$ cat src/rtl/step_cmd_queue_pkg.sv
// rtl/step_cmd_queue_pkg.sv - shared motor types: sequencer states, command layout, driver bridge-state codes
package step_cmd_queue_pkg;

  // Sequencer states; IDLE is the only state in which busy is low.
  typedef enum logic [2:0] {
    ST_IDLE      = 3'd0,
    ST_ISSUE     = 3'd1,
    ST_WAIT_BUSY = 3'd2,
    ST_WAIT_IDLE = 3'd3,
    ST_DWELL     = 3'd4
  } state_t;

  // H-bridge driver phase codes; all-zero means the driver is idle.
  localparam logic [3:0] HB_IDLE = 4'b0000;
  localparam logic [3:0] HB_S1   = 4'b1010;
  localparam logic [3:0] HB_S2   = 4'b0110;
  localparam logic [3:0] HB_S3   = 4'b0101;
  localparam logic [3:0] HB_S4   = 4'b1001;

  localparam int STEP_W = 32;
  localparam int CMD_W  = STEP_W + 1;

  // Last WAIT_BUSY cycle index before giving up on a driver that never starts (four cycles).
  localparam logic [1:0] WB_LAST = 2'd3;

  // One queued move: step count and direction (1 = forward).
  typedef struct packed {
    logic [STEP_W-1:0] steps;
    logic              dir;
  } cmd_t;

  function automatic logic hb_is_idle(input logic [3:0] hb);
    return hb == HB_IDLE;
  endfunction

endpackage

$ cat src/rtl/step_cmd_queue_if.sv
// rtl/step_cmd_queue_if.sv - command handshake between host and step command queue
interface step_cmd_queue_if;
  import step_cmd_queue_pkg::*;

  logic              cmd_valid;
  logic              cmd_ready;
  logic [STEP_W-1:0] cmd_steps;
  logic              cmd_dir;

  // Host side offers commands.
  modport master (
    output cmd_valid,
    output cmd_steps,
    output cmd_dir,
    input  cmd_ready
  );

  // Queue side accepts commands.
  modport slave (
    input  cmd_valid,
    input  cmd_steps,
    input  cmd_dir,
    output cmd_ready
  );

endinterface

$ cat src/rtl/step_cmd_queue_cmd_fifo.sv
// rtl/step_cmd_queue_cmd_fifo.sv - synchronous show-ahead FIFO with occupancy count and flush
module cmd_fifo #(
  parameter int WIDTH = 33,
  parameter int DEPTH = 4
) (
  input  logic                   clk,
  input  logic                   rst,
  input  logic                   flush,
  input  logic                   push,
  input  logic [WIDTH-1:0]       push_data,
  input  logic                   pop,
  output logic [WIDTH-1:0]       pop_data,
  output logic                   full,
  output logic                   empty,
  output logic [$clog2(DEPTH):0] count
);

  localparam int AW = $clog2(DEPTH);
  localparam int unsigned DEPTH_U = DEPTH;

  logic [WIDTH-1:0] mem [DEPTH];
  logic [AW-1:0]    wr_ptr;
  logic [AW-1:0]    rd_ptr;
  logic             do_push;
  logic             do_pop;

  // A flush wins over any push or pop in the same cycle; full/empty guard the pointers.
  assign do_push  = push && !full && !flush;
  assign do_pop   = pop && !empty && !flush;
  assign full     = (count == DEPTH_U[AW:0]);
  assign empty    = (count == '0);
  assign pop_data = mem[rd_ptr];

  // Pointers wrap naturally because DEPTH is a power of two.
  always_ff @(posedge clk) begin
    if (rst || flush) begin
      wr_ptr <= '0;
      rd_ptr <= '0;
      count  <= '0;
    end else begin
      if (do_push) wr_ptr <= wr_ptr + 1'b1;
      if (do_pop)  rd_ptr <= rd_ptr + 1'b1;
      case ({do_push, do_pop})
        2'b10:   count <= count + 1'b1;
        2'b01:   count <= count - 1'b1;
        default: count <= count;
      endcase
    end
  end

  // Storage needs no reset; only entries between the pointers are ever read.
  always_ff @(posedge clk) begin
    if (do_push) mem[wr_ptr] <= push_data;
  end

endmodule

$ cat src/rtl/step_cmd_queue.sv
// rtl/step_cmd_queue.sv - queues step/direction moves and feeds them one at a time to an H-bridge driver
module step_cmd_queue
  import step_cmd_queue_pkg::*;
#(
  parameter int DEPTH = 4,
  parameter int DWELL = 8
) (
  input  logic                   clk,
  input  logic                   rst,
  step_cmd_queue_if.slave        cmd,
  input  logic                   abort,
  input  logic [3:0]             hb_state,
  output logic [STEP_W-1:0]      counter_out,
  output logic                   dir_out,
  output logic                   busy,
  output logic                   done,
  output logic [$clog2(DEPTH):0] fifo_count
);

  localparam logic [7:0] DWELL_LAST = (DWELL > 0) ? 8'(DWELL - 1) : 8'd0;

  state_t            state;
  state_t            state_next;
  logic              fifo_full;
  logic              fifo_empty;
  logic [CMD_W-1:0]  fifo_head;
  cmd_t              head;
  logic              push;
  logic              pop;
  logic              load;
  logic              done_set;
  logic [STEP_W-1:0] steps_q;
  logic              dir_q;
  logic              done_q;
  logic [1:0]        wb_cnt;
  logic [7:0]        dwell_cnt;

  // Ready depends only on occupancy, never on a pop in the same cycle.
  assign cmd.cmd_ready = !rst && !fifo_full;
  assign push          = cmd.cmd_valid && cmd.cmd_ready;
  assign head          = cmd_t'(fifo_head);

  cmd_fifo #(
    .WIDTH (CMD_W),
    .DEPTH (DEPTH)
  ) u_fifo (
    .clk       (clk),
    .rst       (rst),
    .flush     (abort),
    .push      (push),
    .push_data ({cmd.cmd_steps, cmd.cmd_dir}),
    .pop       (pop),
    .pop_data  (fifo_head),
    .full      (fifo_full),
    .empty     (fifo_empty),
    .count     (fifo_count)
  );

  // State register.
  always_ff @(posedge clk) begin
    if (rst) state <= ST_IDLE;
    else     state <= state_next;
  end

  // Next-state logic, including the pop/load/done decisions that go with each transition.
  always_comb begin
    state_next = state;
    pop        = 1'b0;
    load       = 1'b0;
    done_set   = 1'b0;
    case (state)
      ST_IDLE: begin
        if (!fifo_empty && !abort && hb_is_idle(hb_state)) begin
          pop = 1'b1;
          if (head.steps != '0) begin
            load       = 1'b1;
            state_next = ST_ISSUE;
          end else begin
            done_set = 1'b1;
          end
        end
      end
      ST_ISSUE: state_next = ST_WAIT_BUSY;
      ST_WAIT_BUSY: begin
        if (!hb_is_idle(hb_state)) begin
          state_next = ST_WAIT_IDLE;
        end else if (wb_cnt == WB_LAST) begin
          state_next = ST_IDLE;
          done_set   = 1'b1;
        end
      end
      ST_WAIT_IDLE: begin
        if (hb_is_idle(hb_state)) begin
          done_set   = 1'b1;
          state_next = (DWELL > 0) ? ST_DWELL : ST_IDLE;
        end
      end
      ST_DWELL: begin
        if (dwell_cnt == DWELL_LAST) state_next = ST_IDLE;
      end
      default: state_next = ST_IDLE;
    endcase
  end

  // Outputs: the step count is visible only during ISSUE, and an abort there suppresses it.
  always_comb begin
    counter_out = '0;
    if (state == ST_ISSUE && !abort) counter_out = steps_q;
    busy = (state != ST_IDLE);
  end

  assign dir_out = dir_q;
  assign done    = done_q;

  // Latch the popped move; direction keeps its last issued value between moves.
  always_ff @(posedge clk) begin
    if (rst) begin
      steps_q <= '0;
      dir_q   <= 1'b1;
    end else if (load) begin
      steps_q <= head.steps;
      dir_q   <= head.dir;
    end
  end

  // Done is registered so it lands one cycle after the retiring transition; reset drops any pending pulse.
  always_ff @(posedge clk) begin
    if (rst) done_q <= 1'b0;
    else     done_q <= done_set;
  end

  // Count quiet WAIT_BUSY cycles so an unresponsive driver does not stall the queue.
  always_ff @(posedge clk) begin
    if (rst)                                                   wb_cnt <= '0;
    else if (state == ST_WAIT_BUSY && state_next == ST_WAIT_BUSY) wb_cnt <= wb_cnt + 1'b1;
    else                                                       wb_cnt <= '0;
  end

  // Count dwell cycles between consecutive moves.
  always_ff @(posedge clk) begin
    if (rst)                                           dwell_cnt <= '0;
    else if (state == ST_DWELL && state_next == ST_DWELL) dwell_cnt <= dwell_cnt + 1'b1;
    else                                               dwell_cnt <= '0;
  end

endmodule

$ cat src/flat_wrapper.sv
// flat-port wrapper written by rule: the top's interface ports become plain ports
module step_cmd_queue_flat import step_cmd_queue_pkg::*;
#(
  parameter int DEPTH = 4,
  parameter int DWELL = 8
)
  (clk, rst, abort, hb_state, counter_out, dir_out, busy, done, fifo_count, cmd_cmd_valid, cmd_cmd_steps, cmd_cmd_dir, cmd_cmd_ready);
  step_cmd_queue_if cmd_i ();
  input  logic clk;
  input  logic rst;
  input  logic abort;
  input  logic [3:0] hb_state;
  output logic [STEP_W-1:0] counter_out;
  output logic dir_out;
  output logic busy;
  output logic done;
  output logic [$clog2(DEPTH):0] fifo_count;
  input wire logic [$bits(cmd_i.cmd_valid)-1:0] cmd_cmd_valid;
  input wire logic [$bits(cmd_i.cmd_steps)-1:0] cmd_cmd_steps;
  input wire logic [$bits(cmd_i.cmd_dir)-1:0] cmd_cmd_dir;
  output wire logic [$bits(cmd_i.cmd_ready)-1:0] cmd_cmd_ready;
  assign cmd_i.cmd_valid = cmd_cmd_valid;
  assign cmd_i.cmd_steps = cmd_cmd_steps;
  assign cmd_i.cmd_dir = cmd_cmd_dir;
  assign cmd_cmd_ready = cmd_i.cmd_ready;
  step_cmd_queue #(.DEPTH(DEPTH), .DWELL(DWELL)) u_core (.clk(clk), .rst(rst), .cmd(cmd_i), .abort(abort), .hb_state(hb_state), .counter_out(counter_out), .dir_out(dir_out), .busy(busy), .done(done), .fifo_count(fifo_count));
endmodule
$ cat config.mk
export PLATFORM = sky130hd
export DESIGN_NAME = step_cmd_queue_flat
export DESIGN_NICKNAME = d
export VERILOG_FILES = /design/src/rtl/step_cmd_queue_pkg.sv /design/src/rtl/step_cmd_queue_if.sv /design/src/rtl/step_cmd_queue_cmd_fifo.sv /design/src/rtl/step_cmd_queue.sv /design/src/flat_wrapper.sv
export SDC_FILE = /design/constraint.sdc
export NUM_CORES = 1
export LEC_CHECK = 0
export ABC_AREA = 1
export ABC_CLOCK_PERIOD_IN_PS = 4100
export CAP_MARGIN = 20
export CORE_ASPECT_RATIO = 0.5
export CORE_MARGIN = 2
export CORE_UTILIZATION = 57
export DETAILED_ROUTE_END_ITERATION = 7
export PLACE_DENSITY = 0.8
export RECOVER_POWER = 50
export SLEW_MARGIN = 10
export SYNTH_ARGS = -nofsm -noshare
export SYNTH_HDL_FRONTEND = slang
export SYNTH_SLANG_ARGS = --single-unit
$ cat constraint.sdc
create_clock -name clk -period 4.1 [get_ports clk]
set_input_delay 0.82 -clock clk [delete_from_list [all_inputs] [get_ports clk]]
set_output_delay 0.82 -clock clk [all_outputs]
set_load 0.05 [all_outputs]
==> metrics.md <==
| Metric | Value |
|---|---|
| Status | finished with violations |
| Failing checks | capacitance limit, slew limit |
| Setup bufs post-CTS | 0 |
| Setup Viol. Count Final | 0 |
| Post-route antenna net violation count | 0 |
| Period utilization | 0.813 |
| Post_cts resized | 0 |
| Remaining Overflow, GRT | 0 |
| GPL Wtd Cong | approximately 0.8 |
| CTS Root Cell | clkbuf_16 |
| Setup TNS | 0 ps |
| Initial antenna violation count | 0 |
| RSZ-0062 raised after global routing | no |
| Die Wd | roughly 170 µm |
| Crit path largest cell delay | 810 ps |
| Yosys cell types | 26 |
| Power Density | 408 nW/µm² |
| Filler cell count | just under 1000 |
| Crit-path max FO | 6 |
| Clk slew on worst S/H paths | ~70 ps |
| Critical path class | input port to flip-flop |
| Peak Freq | roughly 0.3 GHz |
| DRC | 0 |
| Minimum clock period | between 3000 and 4000 ps |
| Core ar. | 13500 µm² |
| Mapped Cells | approximately 840 |
| Vias/cell | approximately 5 |
| Tot GR Track Use | 0.237 |
| Startpoint types | input port |
| Arrival time worst endpoint | between 3000 and 4000 ps |
| Clk_lat worst skew | between 400 and 500 ps |
| Hold path endpoint | u_core.wb_cnt[0] |
| Area of the die | roughly 15000 µm² |
| FF-to-FF End | u_core.steps_q[15] |
| Leakage | 3.85 nW |
| Ranking of synthesized cells by area | edfxtp_1, dfxtp_1, nand2_1 |
| IO Pins | 80 |
| Yosys top cell area share | 0.507 |
| Most frequent cell after synthesis | nand2_1 |
| # clock sinks | about 190 |
| Largest net degree at the start of global routing | 66 |
| Nets | between 900 and 1000 |
| Register area share after synthesis | 0.650 |
| Top Metal Used | met4 |
| Number of global-route vias before repair | 5283 |
| Total power | 0.00376 W |
| Pre-antenna DRT Iters | 5 |
| Met3 wire length | ~1300 µm |
| Routed length on met1 | a little over 7000 µm |
| R2R setup slack | between 800 and 900 ps |
| Syn_nets | just under 900 |
| Peak supply drop | about 350 µV |
| Ys flop type | edfxtp_1 |
| DR WL met2 | 7910 µm |
| Htree depth | 4 |
| Register bit total from synthesis | roughly 190 |
| Fin. max-slew vios | 37 |
| # rows | 30 |
| CTS Hold Bufs | 0 |
| WP data required | approximately 4400 ps |
| Wire length per cell | between 15 and 20 µm |
| Highest-delay cell along the critical path | nor4_1 |
| Synth async-reset ratio | 0 |
| Worst relative slew slack | -0.104 |
| Most frequent cells after synthesis | nand2_1, nor2_1, edfxtp_1 |
| CP endpoint kind | flip-flop |
| N_diodes | 0 |
| CP delay by family, top | simple AND/OR/NAND/NOR gates |
| Worst Skew | around 16 ps |
| Bufs on Longest Clock Path | 2 |
| Synthesized area per cell | 9.33 µm² |
| Final Hold Fails | 0 |
| Vias | approximately 5700 |
| EDFF count, synth | around 130 |
| Layout overhead on the synthesized area | 18.0% |
| I/O Buffers | 79 |
| Ys Warns | 0 |
| Wirelength, routed | roughly 17000 µm |
| Initial DRC count | between 500 and 600 |
| Worst R2R Path Depth | 15 |
| Worst hold path class | flip-flop to flip-flop |
| Max-Cap Viols | 1 |
| Proportion of layout cells with a drive suffix above 1 | 0.0864 |
| Syn Std Cell Area | ~8000 µm² |
| CTS Buf Count | 17 |
| Hold depth | 1 |
| Die Ht | around 87 µm |
| Worst-Margin Slew | roughly 1700 ps |
| Initial Util | 0.580 |
| Synth area leader | edfxtp_1 |
| Global-route wire length before repair | between 20000 and 30000 µm |
| Hpwl dp | just over 10000 µm |
| WP buf/inv | 2 |
| Hold wc startpoint | u_core.wb_cnt[0] |
| CTS tree | done |
| CP cell instances | dlygate4sd3_1, nor2_1, nand2_1, nor4_1, ha_1, inv_1, fa_1, a21oi_1, o21ai_0, o21ai_0, a21oi_1 |
==> metal layers <==
layer	vias to the layer above	global-route usage
li1	2813	-
met1	2644	0.318
met2	192	0.391
met3	25	0.0484
met4	0	0.0886
met5	-	0
==> worst reg2reg max path: cells and delay by family (launching register included) <==
kind	cells	cell delay (ps)
AND/OR/NAND/NOR	12	1410
buffers and inverters	3	1220
flip-flops	1	530
==> state kept, by name (all words and copies together) (netlist names), named ones only <==
signal,cells
u_core.u_fifo.mem,132
u_core.steps_q,32
u_core.dwell_cnt,8
u_core.state,3
u_core.u_fifo.count,3
u_core.u_fifo.rd_ptr,2
u_core.u_fifo.wr_ptr,2
u_core.wb_cnt,2
u_core.dir_out,1
u_core.done,1
==> stage by stage <==
step / instance area [µm²] / utilization / hold slack, ps / cells / setup WS [ps]
after floorplan: 7820 / - / 398 / 838 / 967
after global placement: 8670 / 0.643 / 406 / 1070 / 898
after detailed placement: 8670 / 0.643 / 420 / 1070 / 781
after CTS: 9240 / 0.685 / 430 / 1102 / 925
after global routing: 9220 / 0.684 / 464 / 1102 / 515
final: 9220 / 0.684 / 423 / 1102 / 768
==> worst max path at each step <==
stage / endpoint / startpoint / slack (ps) / cells after the start
after floorplan: u_core.u_fifo.mem[0][0] / abort / 970 / 5
after global placement: u_core.u_fifo.count[2] / hb_state[3] / 900 / 11
after detailed placement: u_core.u_fifo.count[2] / hb_state[1] / 780 / 11
after CTS: u_core.steps_q[15] / flip-flop / 920 / 15
after global routing: u_core.u_fifo.count[2] / hb_state[1] / 520 / 11
final: u_core.u_fifo.count[2] / hb_state[1] / 770 / 11
==> where the power goes <==
part	switching [W]	internal (W)
Sequential	0.00000546	0.00205
Combinational	0.0000722	0.0000449
Clock	0.000783	0.000813
==> final cells by class <==
cell class                      count  area [µm²]  area share
Clock inverter                     15         145      0.0157
Timing Repair Buffer               90         787      0.0853
Sequential cell                   188        5090       0.551
Tap cell                          176         220      0.0239
Clock buffer                       17         425      0.0461
Inverter                           98         368      0.0399
Multi-Input combinational cell    518        2190       0.238
==> placed cells by master, fill, tap and decap left out, types with 2 or more instances in the layout <==
cell type | netlist | routed
clkbuf_16 | 0 | 17
inv_6 | 0 | 4
dlygate4sd3_1 | 0 | 40
nor3_1 | 6 | 6
edfxtp_1 | 132 | 132
ha_1 | 7 | 7
clkdlybuf4s50_1 | 0 | 7
nor2_1 | 138 | 134
clkinv_1 | 1 | 2
buf_4 | 0 | 41
nor2_2 | 0 | 4
inv_8 | 0 | 5
dfxtp_1 | 56 | 55
o21ai_0 | 9 | 9
nor4_1 | 1 | 2
nand3_1 | 72 | 72
clkinv_4 | 0 | 3
inv_1 | 96 | 96
xor2_1 | 3 | 3
nand2_1 | 265 | 265
a21oi_1 | 9 | 9
==> kinds of logic after synthesis <==
logic type	count (synthesis)	share of synthesized area
AOI/OAI and AO/OA	23	0.0162
buffers and inverters	132	0.0699
DFF	188	0.650
and+or+nand+nor	484	0.247
adders and majority gates	8	0.0138
xor gates and xnor gates	3	0.00336
(Power assumes the default switching activity.)
